**config.mk**
```make
export PLATFORM = sky130hd
export DESIGN_NAME = piso8_tx
export DESIGN_NICKNAME = d
export VERILOG_FILES = /design/src/rtl/piso8_tx.sv
export SDC_FILE = /design/constraint.sdc
export NUM_CORES = 1
export LEC_CHECK = 0
export CORE_AREA = 4 4 45 47
export DETAILED_ROUTE_END_ITERATION = 8
export DIE_AREA = 0 0 49 51
export GPL_ROUTABILITY_DRIVEN = 0
export GPL_TIMING_DRIVEN = 0
export PLACE_DENSITY = 0.86
export SYNTH_ARGS = -nofsm -noshare
export SYNTH_HDL_FRONTEND = slang
export SYNTH_SLANG_ARGS = --single-unit
```
**constraint.sdc**
```tcl
create_clock -name Clk -period 3.5 [get_ports Clk]
set_clock_uncertainty 0.2 [all_clocks]
set_input_delay 0.875 -clock Clk [delete_from_list [all_inputs] [get_ports Clk]]
set_output_delay 0.875 -clock Clk [all_outputs]
set_load 0.05 [all_outputs]
```
**src/rtl/piso8_tx.sv**
```systemverilog
// Framed parallel-in/serial-out transmitter. It accepts one word over a valid/ready
// handshake and sends a start bit (0), WIDTH data bits and a stop bit (1), one bit per En tick.
module piso8_tx #(
   parameter int unsigned WIDTH     = 8,
   parameter bit          LSB_FIRST = 1'b1
) (
   input  logic             Clk,
   input  logic             Res,
   input  logic             En,
   input  logic             load_valid,
   output logic             load_ready,
   input  logic [WIDTH-1:0] load_data,
   output logic             ser_out,
   output logic             busy,
   output logic             done
);

   // Counter wide enough to reach WIDTH-1; WIDTH=1 still needs one bit.
   localparam int unsigned     CntW    = (WIDTH > 1) ? $clog2(WIDTH) : 1;
   localparam logic [CntW-1:0] LastCnt = CntW'(WIDTH - 1);

   typedef enum logic [1:0] {StIdle, StStart, StData, StStop} state_e;

   state_e           state_q, state_d;
   logic [WIDTH-1:0] shift_q, shift_d;
   logic [CntW-1:0]  cnt_q, cnt_d;
   logic             done_q, done_d;

   // State register with asynchronous abort of any frame in flight.
   always_ff @(posedge Clk or negedge Res) begin
      if (!Res) begin
         state_q <= StIdle;
         shift_q <= '0;
         cnt_q   <= '0;
         done_q  <= 1'b0;
      end else begin
         state_q <= state_d;
         shift_q <= shift_d;
         cnt_q   <= cnt_d;
         done_q  <= done_d;
      end
   end

   // Next-state logic: the handshake fires only in idle, and every later step waits for En.
   always_comb begin
      state_d = state_q;
      shift_d = shift_q;
      cnt_d   = cnt_q;
      done_d  = 1'b0;
      unique case (state_q)
         StIdle: begin
            if (load_valid) begin
               shift_d = load_data;
               cnt_d   = '0;
               state_d = StStart;
            end
         end
         StStart: begin
            if (En) state_d = StData;
         end
         StData: begin
            if (En) begin
               // Shift toward the output end, zero-filling behind.
               shift_d = LSB_FIRST ? (shift_q >> 1) : (shift_q << 1);
               if (cnt_q == LastCnt) begin
                  cnt_d   = '0;
                  state_d = StStop;
               end else begin
                  cnt_d = cnt_q + CntW'(1);
               end
            end
         end
         StStop: begin
            if (En) begin
               state_d = StIdle;
               done_d  = 1'b1;
            end
         end
         default: state_d = StIdle;
      endcase
   end

   // Outputs decoded from state and shift register only, never from inputs.
   always_comb begin
      ser_out = 1'b1;
      unique case (state_q)
         StIdle:  ser_out = 1'b1;
         StStart: ser_out = 1'b0;
         StData:  ser_out = LSB_FIRST ? shift_q[0] : shift_q[WIDTH-1];
         StStop:  ser_out = 1'b1;
         default: ser_out = 1'b1;
      endcase
      load_ready = (state_q == StIdle);
      busy       = (state_q != StIdle);
      done       = done_q;
   end

endmodule

```
==> impl_metrics.py <==
metrics = {
    "outcome": {
        "outcome": "finished clean",
    },
    "drt": {
        "maxUsedRoutingLayer": "met4",
        "ant_nets": 0,
        "dr.pass1.iters": 4,
        "vias": 620,
        "wl_mm": 1.53,
        "wire_per_inst_um": 13.7,
        "met3_length_um": 91,
        "drc_errors": 0,
        "via_per_inst": 5.59,
        "wl_met1_um": 658,
        "routed-wl-met2_um": 750,
        "dr.first_iter.drc_count": 11,
    },
    "synth": {
        "syn_area_per_cell_um2": 11.2,
        "ys_ff_latch": 14,
        "ys_types": 27,
        "netlist_area_um2": 842,
        "ys_seq_area_frac": 0.416,
        "synth-warning-count": 0,
        "syn-instance-count": 75,
        "syn_nets": 94,
    },
    "finish": {
        "fin_area_mm2": 0.00105,
        "drive_gt1_frac": 0.234,
        "diodes": 0,
        "final_nets": 114,
        "fill_cells": 140,
        "area_growth_pct": 24.5,
    },
    "timing": {
        "fmax_mhz": 312,
        "rsz0062_at_grt": "no",
        "hold_viol": 0,
        "min_period_ps": 3210,
        "drv_slew": 0,
        "setup_tns_ps": 0,
        "worst-slew-pin-transition_ps": 630,
        "setup_viol": 0,
        "fin_crit_sh": 0.916,
        "slew_headroom": 0.578,
    },
    "placement": {
        "dp_hpwl_mm": 1.21,
        "port_buffers": 15,
        "placed_area_mm2": 0.00101,
    },
    "floorplanning": {
        "die_h_um": 51,
        "start_util": 0.510,
        "io_pins": 16,
        "die_w_um": 49,
        "rows": 15,
        "dieArea_mm2": 0.00250,
        "core_area_mm2": 0.00165,
    },
    "power": {
        "leakagePower_nw": 0.470,
        "total_power_mw": 0.972,
        "vdd_ir_drop_max_v": 0.000612,
        "power.density_mw_per_mm2": 927,
    },
    "clocking": {
        "numCtsBuffers": 3,
        "clock_sinks": 14,
        "clk_latency_ps": 280,
        "clock-root-buffer": "clkbuf_4",
        "cts_tree": "done",
        "postCtsSetupBuffers": 0,
        "clockBufferDepth": 2,
        "h-tree-depth": 1,
        "clkTransAtPathRegs_ps": 90,
    },
    "global_routing": {
        "grt_pass1_wl_mm": 2.69,
        "grt_overflow_total": 0,
        "antenna_found_initial": 0,
        "first_global_vias": 607,
        "grt_max_degree": 15,
        "track_usage": 0.140,
    },
    "min_path": {
        "hp-class": "flip-flop to flip-flop",
    },
    "critical_path": {
        "critPathMaxFanout": 10,
        "cp.required_ps": 2420,
        "end_kind": "output port",
        "arrival_ps": 2130,
        "worstSetupStartpointType": "flip-flop",
        "crit_type": "flip-flop to output port",
    },
    "job": {
        "drv_cap": 0,
    },
}
## cell usage after synthesis
cell / number / share of area
o21bai_1: 1 / 0.0089
or2b_1: 1 / 0.0089
a31oi_1: 3 / 0.022
ha_1: 7 / 0.10
clkbuf_1: 1 / 0.0045
o21ai_0: 4 / 0.024
o221a_2: 1 / 0.013
nand3b_1: 1 / 0.0089
nor2b_1: 2 / 0.015
and3_1: 2 / 0.015
and2_1: 1 / 0.0074
nor2_1: 1 / 0.0045
nand4_1: 1 / 0.0074
mux2_2: 14 / 0.19
a32oi_1: 1 / 0.010
dfrtp_1: 14 / 0.42
nor3_1: 1 / 0.0059
buf_4: 1 / 0.0089
o2111ai_1: 1 / 0.010
o221ai_1: 1 / 0.010
a21oi_1: 3 / 0.018
nand2_1: 3 / 0.013
nand3_1: 1 / 0.0059
a21bo_2: 1 / 0.012
inv_1: 6 / 0.027
a21oi_4: 1 / 0.019
mux2i_1: 1 / 0.012
## power breakdown
| group | leakage, nW | switching (mW) | internal [mW] |
|---|---|---|---|
| sequential | 0.174 | 0.0476 | 0.236 |
| combinational | 0.275 | 0.310 | 0.262 |
| clock | 0.0210 | 0.0528 | 0.0633 |
## through the flow
| stage | util | worst slack (ps) | hold slack (ps) | std cells |
|---|---|---|---|---|
| 2_1_floorplan | - | 652 | 270 | 75 |
| 3_3_place_gp | 0.614 | 359 | 285 | 107 |
| 3_5_place_dp | 0.614 | 320 | 297 | 107 |
| 4_1_cts | 0.635 | 279 | 316 | 111 |
| 5_1_grt | 0.635 | 113 | 340 | 111 |
| 6_report | 0.635 | 293 | 312 | 111 |
## path summary, 6_finish.rpt
kind	from	end	slack, ps	cells past startpoint
min in group asynchronous	Res	shift_q[0]	780	1
max in group asynchronous	Res	shift_q[5]	1920	1
hold reg to reg	shift_q[2]	shift_q[2]	310	1
hold / removal	shift_q[2]	shift_q[2]	310	1
setup / recovery	state_q[0]	ser_out	290	6
setup reg to reg	state_q[1]	shift_q[1]	1460	5
## layout by cell type, fill, tap and decap left out, types with 2 or more instances in the layout
master           netlist  final
inv_1                  6      6
o21ai_0                4      4
a31oi_1                3      3
a21oi_1                3      3
mux2_2                14     14
clkbuf_4               0      3
clkdlybuf4s50_1        0     14
nor2b_1                2      2
and3_1                 2      2
ha_1                   7      7
dfrtp_1               14     14
nand2_1                3      3
## worst max-delay path: stages, from the launching register on
cell	delay [ps]
dfrtp_1	450
inv_1	110
ha_1	280
buf_4	220
nand2_1	70
a21oi_1	180
dlygate4sd2_1	550
## metal layers
metal	vias to the layer above	track usage
li1	309	-
met1	289	0.171
met2	18	0.235
met3	4	0.0262
met4	0	0.0673
met5	-	0
## cell families after synthesis
| kind of cell | share of synthesized area |
|---|---|
| AO/OA/AOI/OAI | 0.149 |
| multiplexers | 0.199 |
| AND/OR/NAND/NOR | 0.0921 |
| flip-flops | 0.416 |
| buffers and inverters | 0.0401 |
| adder cells (fa/ha/maj) | 0.104 |
## final cells by class
class                      instances  area (µm²)  share of cell area
inverter                           6        22.5              0.0215
sequential                        14         350               0.334
timing repair buffer              15         149               0.142
tap                               17        21.3              0.0203
multi-input combinational         53         458               0.437
buffer                             2        11.3              0.0107
clock buffer                       4        36.3              0.0346
## state kept, by name, summed over array words and instances (netlist names)
| signal | flops |
|---|---|
| cnt_q | 3 |
| done | 1 |
| shift_q | 8 |
| state_q | 2 |
## repair_timing
item                       CTS  global route
resized for setup            1             0
hold buffers                 0             0
setup endpoints to repair    1             0
(Power assumes the default switching activity.)
==> RTL edit 1, RTL diff (same settings) <==
Change the parameter `WIDTH` from 8 to 4.
--- a/src/rtl/piso8_tx.sv
+++ b/src/rtl/piso8_tx.sv
@@ -2,5 +2,5 @@
 // handshake and sends a start bit (0), WIDTH data bits and a stop bit (1), one bit per En tick.
 module piso8_tx #(
-   parameter int unsigned WIDTH     = 8,
+   parameter int unsigned WIDTH     = 4,
    parameter bit          LSB_FIRST = 1'b1
 ) (
Interface: changed (resized load_data); port bits go from 16 to 12. No check against the original RTL was run, so the function may have changed too.
==> RTL edit 1 against the original RTL <==
Total power fell by 23%; routed wire length fell by 34%; sequential cell count fell by 5; worst setup slack got worse by 0.0066 ns; critical endpoint unchanged; synthesized area fell by 33%; cell area fell by 31%; highest routed layer is now met3; utilization fell by 20 points; first-iteration DRC count fell by 91%; critical path type unchanged; clock power fell by 31%.
==> RTL edit 1: results <==
set metrics [dict create \
    status "finished, final reports clean" \
    fill_cell_count 158 \
    vdd_ir_max_mv 0.264 \
    global_route_wire_length_before_repair_mm 1.66 \
    final_layout_size_suffix_gt1_share_pct 20.0 \
    grt_pass1_vias 387 \
    detail_route.wl_per_cell_microns 13.0 \
    ys_seq_area_share_pct 39.6 \
    placedInstanceArea_sq_um 699 \
    critical_path.max_fanout 10 \
    cts-htree-levels 1 \
    synth_cell_types 23 \
    pin_count_of_the_biggest_net_entering_global_routing 11 \
    cts_resized 0 \
    drt_iter0_markers 1 \
    clk_pin_slew_worst_paths_ns 0.07 \
    synth.top_cells.by_count "sky130_fd_sc_hd__dfrtp_1, sky130_fd_sc_hd__ha_1, sky130_fd_sc_hd__inv_1" \
    detail_route.first_pass.iterations 3 \
    design.final.nets 75 \
    clk_latency_ns 0.25 \
    io_buffer_count 11 \
    cp.arrival_ns 2.14 \
    leakage_uw 0.000320 \
    gr-usage-all-layers_pct 8.62 \
    route.detailed.vias_per_inst 5.01 \
    asyncSetResetFlopFracSynth_pct 100 \
    synth.top_cells.by_area "sky130_fd_sc_hd__dfrtp_1, sky130_fd_sc_hd__ha_1, sky130_fd_sc_hd__mux2_1" \
    max_slew.worst_pin.slew_ns 0.492 \
    reg.largest.list "shift_q x4, cnt_q x2, state_q x2" \
    dpl.hpwl_microns 864 \
    postSynthNetCount 59 \
    grt_antenna_before_repair 0 \
]
-- RTL edit 1: changes by cell type after synthesis, sizes merged, moves of 2 or more --
cell   before  now
mux2       14    7
dfrtp      14    9
a21oi       4    1
a31oi       3    0
o21ai       4    1
and3        2    0
nand2       3    1
-- RTL edit 1: cell families after synthesis --
family | after synthesis | share of synthesized area [%]
AOI/OAI and AO/OA | 7 | 13.4
and+or+nand+nor | 10 | 14.5
muxes | 7 | 13.9
buffers and inverters | 6 | 5.29
adders and majority gates | 6 | 13.2
DFF | 9 | 39.6
-- RTL edit 1: worst paths after layout --
check	start	to	slack (ns)	cells past startpoint
max	state_q[0]	ser_out	0.29	6
max reg2reg	state_q[0]	state_q[1]	1.49	5
max in group asynchronous	Res	shift_q[2]	2.07	1
min in group asynchronous	Res	done	0.72	1
min	shift_q[2]	shift_q[2]	0.29	1
min reg2reg	shift_q[2]	shift_q[2]	0.29	1
-- RTL edit 1: power breakdown --
group	switching [uW]	internal (uW)
combinational	267	224
sequential	31.5	151
clock	36.2	43.8
total	334	419
-- RTL edit 1: critical path, cell delays in order, from the launching register on --
cell and delay [ns]:
sky130_fd_sc_hd__dfrtp_1 0.43, sky130_fd_sc_hd__inv_1 0.10, sky130_fd_sc_hd__ha_1 0.18, sky130_fd_sc_hd__buf_6 0.16
sky130_fd_sc_hd__nand2_1 0.07, sky130_fd_sc_hd__a21oi_1 0.13, sky130_fd_sc_hd__clkdlybuf4s50_1 0.81
-- RTL edit 1: per-stage QoR --
step,instances,setup WS [ns]
after floorplan,45,0.793
after global routing,77,0.191
after global placement,73,0.546
after detailed placement,73,0.534
after CTS,77,0.260
final,77,0.287
-- RTL edit 1: cell type report --
type,count,area (sq um),share of cell area (%)
Multi-Input combinational cell,30,313,43.1
Sequential cell,9,225,31.0
Timing Repair Buffer,11,110,15.2
Buffer,1,11.3,1.55
Inverter,5,18.8,2.59
Clock buffer,4,26.3,3.62
Tap cell,17,21.3,2.93
-- RTL edit 1: layer usage --
layer | part of all wire (%) | up-vias | global-route usage (%)
met3 | 6.1 | 0 | 3.21
met2 | 56 | 8 | 17.2
met1 | 38 | 189 | 8.45
met5 | 0 | - | 0
met4 | 0 | 0 | 1.35
li1 | - | 189 | -
